## config.mk

```make
export PLATFORM = sky130hd
export DESIGN_NAME = mem_access_unit
export DESIGN_NICKNAME = d
export VERILOG_FILES = /design/src/rtl/mem_access_unit.sv
export SDC_FILE = /design/constraint.sdc
export NUM_CORES = 1
export LEC_CHECK = 0
export CORE_UTILIZATION = 59
export CTS_CLUSTER_SIZE = 20
export DETAILED_ROUTE_END_ITERATION = 10
export DONT_BUFFER_PORTS = 1
export GPL_ROUTABILITY_DRIVEN = 0
export PLACE_DENSITY = 0.74
export SKIP_LAST_GASP = 1
export SLEW_MARGIN = 10
export SYNTH_ARGS = -nofsm -noshare
export SYNTH_HDL_FRONTEND = slang
export SYNTH_SLANG_ARGS = --single-unit
```

## constraint.sdc

```tcl
create_clock -name clk -period 4 [get_ports clk]
set_clock_uncertainty 0.15 [all_clocks]
set_input_delay 0.8 -clock clk [delete_from_list [all_inputs] [get_ports clk]]
set_output_delay 0.8 -clock clk [all_outputs]
set_load 0.05 [all_outputs]
```

## src/rtl/mem_access_unit.sv

```systemverilog
// Load/store bus master: validates, aligns and issues one bus cycle per
// request; ports: clk/reset/start, access controls, rdata/busy/done/err, bus.
module mem_access_unit #(
  parameter int TIMEOUT = 255
) (
  input  logic        clk,
  input  logic        reset,
  input  logic        start,
  input  logic [1:0]  memwrite,
  input  logic [2:0]  loadsize,
  input  logic [31:0] addr,
  input  logic [31:0] wdata,
  output logic [31:0] rdata,
  output logic        busy,
  output logic        done,
  output logic        err,
  output logic        bus_req,
  output logic        bus_we,
  output logic [3:0]  bus_be,
  output logic [31:0] bus_addr,
  output logic [31:0] bus_wdata,
  input  logic [31:0] bus_rdata,
  input  logic        bus_ack
);

  typedef enum logic [1:0] {IDLE, BUS, DONE, ERR} state_t;

  localparam logic [15:0] TO = 16'(TIMEOUT);

  state_t      state;
  logic [15:0] wait_cnt;
  logic [1:0]  lat_size;
  logic        lat_sgn;
  logic        lat_load;
  logic [1:0]  lat_off;

  // size code: 01 byte, 10 half, 11 word
  logic        ld_ok;
  logic        ld_sgn;
  logic [1:0]  ld_size;
  logic [1:0]  acc_size;
  logic        misalign;
  logic        conflict;
  logic        accept;
  logic [3:0]  be_next;
  logic [31:0] wd_next;
  logic [31:0] shifted;
  logic [31:0] ld_data;

  always_comb begin
    ld_ok   = 1'b1;
    ld_sgn  = 1'b0;
    ld_size = 2'b00;
    case (loadsize)
      3'b010: begin ld_size = 2'b01; ld_sgn = 1'b1; end
      3'b100: begin ld_size = 2'b10; ld_sgn = 1'b1; end
      3'b001: ld_size = 2'b01;
      3'b011: ld_size = 2'b10;
      3'b101: ld_size = 2'b11;
      default: ld_ok = 1'b0;
    endcase
  end

  always_comb begin
    acc_size = (memwrite != 2'b00) ? memwrite : ld_size;
    misalign = (acc_size == 2'b10 && addr[0]) ||
               (acc_size == 2'b11 && addr[1:0] != 2'b00);
    conflict = (memwrite != 2'b00) && ld_ok;
    accept   = (memwrite != 2'b00) || ld_ok;
    case (acc_size)
      2'b01: begin
        be_next = 4'b0001 << addr[1:0];
        wd_next = {4{wdata[7:0]}};
      end
      2'b10: begin
        be_next = 4'b0011 << addr[1:0];
        wd_next = {2{wdata[15:0]}};
      end
      default: begin
        be_next = 4'b1111;
        wd_next = wdata;
      end
    endcase
  end

  // little-endian lane select: move the addressed lane down to bit 0
  always_comb begin
    shifted = bus_rdata >> {lat_off, 3'b000};
    case (lat_size)
      2'b01:   ld_data = {{24{shifted[7] & lat_sgn}}, shifted[7:0]};
      2'b10:   ld_data = {{16{shifted[15] & lat_sgn}}, shifted[15:0]};
      default: ld_data = bus_rdata;
    endcase
  end

  always_ff @(posedge clk) begin
    if (reset) begin
      state     <= IDLE;
      rdata     <= '0;
      busy      <= 1'b0;
      done      <= 1'b0;
      err       <= 1'b0;
      bus_req   <= 1'b0;
      bus_we    <= 1'b0;
      bus_be    <= '0;
      bus_addr  <= '0;
      bus_wdata <= '0;
      wait_cnt  <= '0;
      lat_size  <= '0;
      lat_sgn   <= 1'b0;
      lat_load  <= 1'b0;
      lat_off   <= '0;
    end else begin
      done <= 1'b0;
      err  <= 1'b0;
      case (state)
        IDLE: begin
          if (start && accept) begin
            busy <= 1'b1;
            if (conflict || misalign) begin
              state <= ERR;
              done  <= 1'b1;
              err   <= 1'b1;
            end else begin
              state     <= BUS;
              bus_req   <= 1'b1;
              bus_we    <= (memwrite != 2'b00);
              bus_be    <= be_next;
              bus_addr  <= {addr[31:2], 2'b00};
              bus_wdata <= wd_next;
              wait_cnt  <= '0;
              lat_size  <= acc_size;
              lat_sgn   <= ld_sgn;
              lat_load  <= (memwrite == 2'b00);
              lat_off   <= addr[1:0];
            end
          end
        end
        BUS: begin
          if (bus_ack || wait_cnt + 16'd1 == TO) begin
            bus_req   <= 1'b0;
            bus_we    <= 1'b0;
            bus_be    <= '0;
            bus_wdata <= '0;
            done      <= 1'b1;
            if (bus_ack) begin
              state <= DONE;
              if (lat_load) rdata <= ld_data;
            end else begin
              state <= ERR;
              err   <= 1'b1;
            end
          end else begin
            wait_cnt <= wait_cnt + 16'd1;
          end
        end
        DONE, ERR: begin
          state <= IDLE;
          busy  <= 1'b0;
        end
        default: state <= IDLE;
      endcase
    end
  end

endmodule

```

==> impl_results.md <==
- Status: finished clean
- Int Power: 2.46 mW
- Worst endpoint required time: 4.24 ns
- Initial Utilization: 61.4%
- Critical path startpoint category: flip-flop
- Hold Path Stages: 1
- Peak Freq: 277 MHz
- Hold Path End: bus_addr[6]
- Top post-synthesis cells by count: 145 x nand2_1, 127 x dfxtp_1, 89 x a21oi_1, 79 x nor2_1, 60 x clkbuf_1
- Core area: 10500 um2
- Area occupied by multi-input gates: 3500 um2
- Reg2Reg Depth: 8
- Post-synth EDFFs: 0
- Largest net degree at the start of global routing: 130
- #FFs+latches synth: 127
- CTS H-Tree Depth: 4
- Cell Pwr Density: 510 nW/um2
- Share of power burned in registers: 45.3%
- Max cap viols: 0
- WL/cell: 18.3 um
- Asr flop ratio synth: 0%
- Final Hold Viols: 0
- Yosys top cell area share: 39.6%
- Mean post-synth cell area: 7.75 um2
- Vias in the first global route: 5618
- Fraction of layout cells with a size suffix above 1: 7.36%
- Buffers on Ports: 0
- Antenna-violating nets left: 0
- Die area: 11300 um2
- Worst slew pin tran: 0.984 ns
- Flop-to-flop setup slack: 0.39 ns
- Worst skew pair latency: 0.53 ns
- Resized Gates After CTS: 0
- Synth-to-Final Area Change: 8.94%
- Fin crit share: 90.3%
- # setup viols final: 0
- Register area share after synthesis: 39.6%
- Overall via count from detail_route: 5914
- Top cells by area, synth: dfxtp_1 40%, nand2_1 8.5%, a21oi_1 6.9%
- Detail Placement HPWL: 11800 um
- Final nets: 901
- First-pass GRT wire length: 27600 um
- DRC Markers: 0
- Gate Count Post-Synth: 829
- Io pins: 210
- DR vias/cell: 6.30
- # hold bufs at CTS: 0
- Most numerous cell in the Yosys netlist: nand2_1
- Reg area: 2540 um2
- Unrepaired setup endpoints after global routing: no
- Lkg Pwr: 2.64 nW
- Non-Filler Instances: 938
- Filler cells: 884
- Pins over their slew limit: 0
- Crit-path max cell delay: 0.83 ns
- Setup TNS: 0 ns
- CTS tree: yes
- N_diodes: 0
- Worst path slowest cell: or4_1
- Sink Count: 127
- Worst-case clock buffer depth: 2
- Inst Count DP: 906
- Gr ovfl total: 0
- Initial DRC Count: 476
- Hold wc startpoint: reset
- Worst r2r dst: bus_wdata[25]
- DRT Pass-1 Iters: 5
- Worst-path maximum fanout: 18
- Endpoint class of the critical path: flip-flop
- Setup CP Type: reg -> reg
- CP cell instances: ha_1, nand4_2, nor4_4, and3_1, o2111ai_1, or4_1, a21oi_2, o21ai_0
- Critical path arrival: 3.85 ns
- Die height: 106 um
- Synthesized area: 6430 um2
- Tmin final: 3.61 ns
- Switching share of power: 31.3%
- GRT Resource Usage Total: 30.7%
- Initial antenna violation count: 0
- Syn. warnings: 0
- Synth unique cells: 55
- Psw: 1.12 mW
- Maximum VDD drop: 0.346 mV
- Routed Wire Length: 17200 um
- TritonCTS Buffers: 17
- Worst-path clk slew: 0.06 ns
- Post-synth top flop: dfxtp_1
- HP Class: in -> reg
- Reg2reg start: wait_cnt[1]
- Clk network pwr share: 43.2%
- Logic gate share of total power: 11.5%
- Final hold slack: 0.184 ns
- Die X: 106 um
- Slew headroom: 33.9%
- Site Rows: 37
- Setup Fix Bufs, Post-CTS: 0
- Yosys top cell by area: dfxtp_1
- Root Driver: clkbuf_8
## critical path: cells and delay by family (launching register included)
kind	cells	cell delay [ns]
DFF	1	0.43
and+or+nand+nor	4	1.63
adders and majority gates	1	0.30
AOI/OAI and AO/OA	3	0.94
## routing by layer
layer  wire length [um]  vias up  share of wire (%)  global-route usage [%]
met1               6820     2746                 40                    36.4
met5                  0        -                  0                       0
li1                   -     2826                  -                       -
met2               7900      283                 46                    49.0
met3               1870       59                 11                    11.0
met4                571        0                3.3                    15.0
## final cells by class
cell class	instances	share of cell area [%]
clock buffers	19	6.17
clock inverters	13	2.36
inverters	34	1.82
multi-input cells	600	49.9
flip-flops and latches	127	36.3
well taps	136	2.43
repair buffers	9	0.965
## registers in the layout, indices dropped and copies added, names as in the netlist, 2 cells and up
register,count
lat_off,2
rdata,32
state,2
bus_addr,30
wait_cnt,16
bus_be,4
bus_wdata,32
lat_size,2
## worst max-delay path by stage
stage / from / to / cells past startpoint
3_3_place_gp: wait_cnt[1] / bus_wdata[28] / 8
2_1_floorplan: loadsize[1] / bus_addr[30] / 16
3_5_place_dp: wait_cnt[0] / bus_wdata[25] / 8
5_1_grt: wait_cnt[1] / bus_wdata[29] / 8
4_1_cts: wait_cnt[0] / bus_wdata[25] / 8
6_report: wait_cnt[1] / bus_wdata[25] / 8
## power groups by stage
| stage | sequential [mW] | combinational (mW) | clock (mW) |
|---|---|---|---|
| 2_1_floorplan | 1.62 | 0.356 | 0 |
| 3_3_place_gp | 1.64 | 0.389 | 0 |
| 3_5_place_dp | 1.65 | 0.404 | 0 |
| 4_1_cts | 1.62 | 0.407 | 1.55 |
| 5_1_grt | 1.63 | 0.458 | 1.62 |
| 6_report | 1.62 | 0.410 | 1.54 |
## cells by family after synthesis
logic type                 share of synthesized area, %
xor gates and xnor gates                           1.09
adders and majority gates                          1.36
and+or+nand+nor                                    27.2
buffers and inverters                              6.37
AOI/OAI and AO/OA                                  19.8
other                                            0.0584
muxes                                              4.54
DFF                                                39.6
## metrics by stage
stage / utilization (%) / setup slack [ns] / total power [mW] / cell area, um2
2_1_floorplan: - / 0.764 / 1.97 / 6430
3_3_place_gp: 61.2 / 0.635 / 2.03 / 6400
3_5_place_dp: 61.2 / 0.396 / 2.05 / 6400
4_1_cts: 66.9 / 0.378 / 3.58 / 7000
5_1_grt: 66.9 / 0.0822 / 3.71 / 7000
6_report: 66.9 / 0.389 / 3.57 / 7000
## cell usage in the layout, fill, tap and decap left out, drive strengths merged, types with 4 or more instances in the layout
| cell | netlist | final |
|---|---|---|
| a211o | 7 | 7 |
| a211oi | 25 | 25 |
| a21o | 4 | 4 |
| a21oi | 90 | 90 |
| a221o | 10 | 10 |
| a221oi | 9 | 9 |
| a22o | 4 | 4 |
| and3 | 10 | 10 |
| and4 | 5 | 5 |
| buf | 7 | 9 |
| clkbuf | 62 | 19 |
| clkinv | 0 | 6 |
| clkinvlp | 0 | 4 |
| dfxtp | 127 | 127 |
| ha | 7 | 7 |
| inv | 34 | 34 |
| mux2i | 10 | 10 |
| mux4 | 8 | 8 |
| nand2 | 145 | 145 |
| nand2b | 19 | 19 |
| nand3 | 8 | 8 |
| nand4 | 8 | 8 |
| nand4b | 15 | 15 |
| nor2 | 79 | 79 |
| nor2b | 6 | 6 |
| nor3 | 33 | 33 |
| nor3b | 17 | 17 |
| nor4 | 5 | 5 |
| o21ai | 41 | 41 |
| o311ai | 5 | 5 |
| xnor2 | 7 | 7 |
Note: power is estimated with default switching activity, not from simulation.
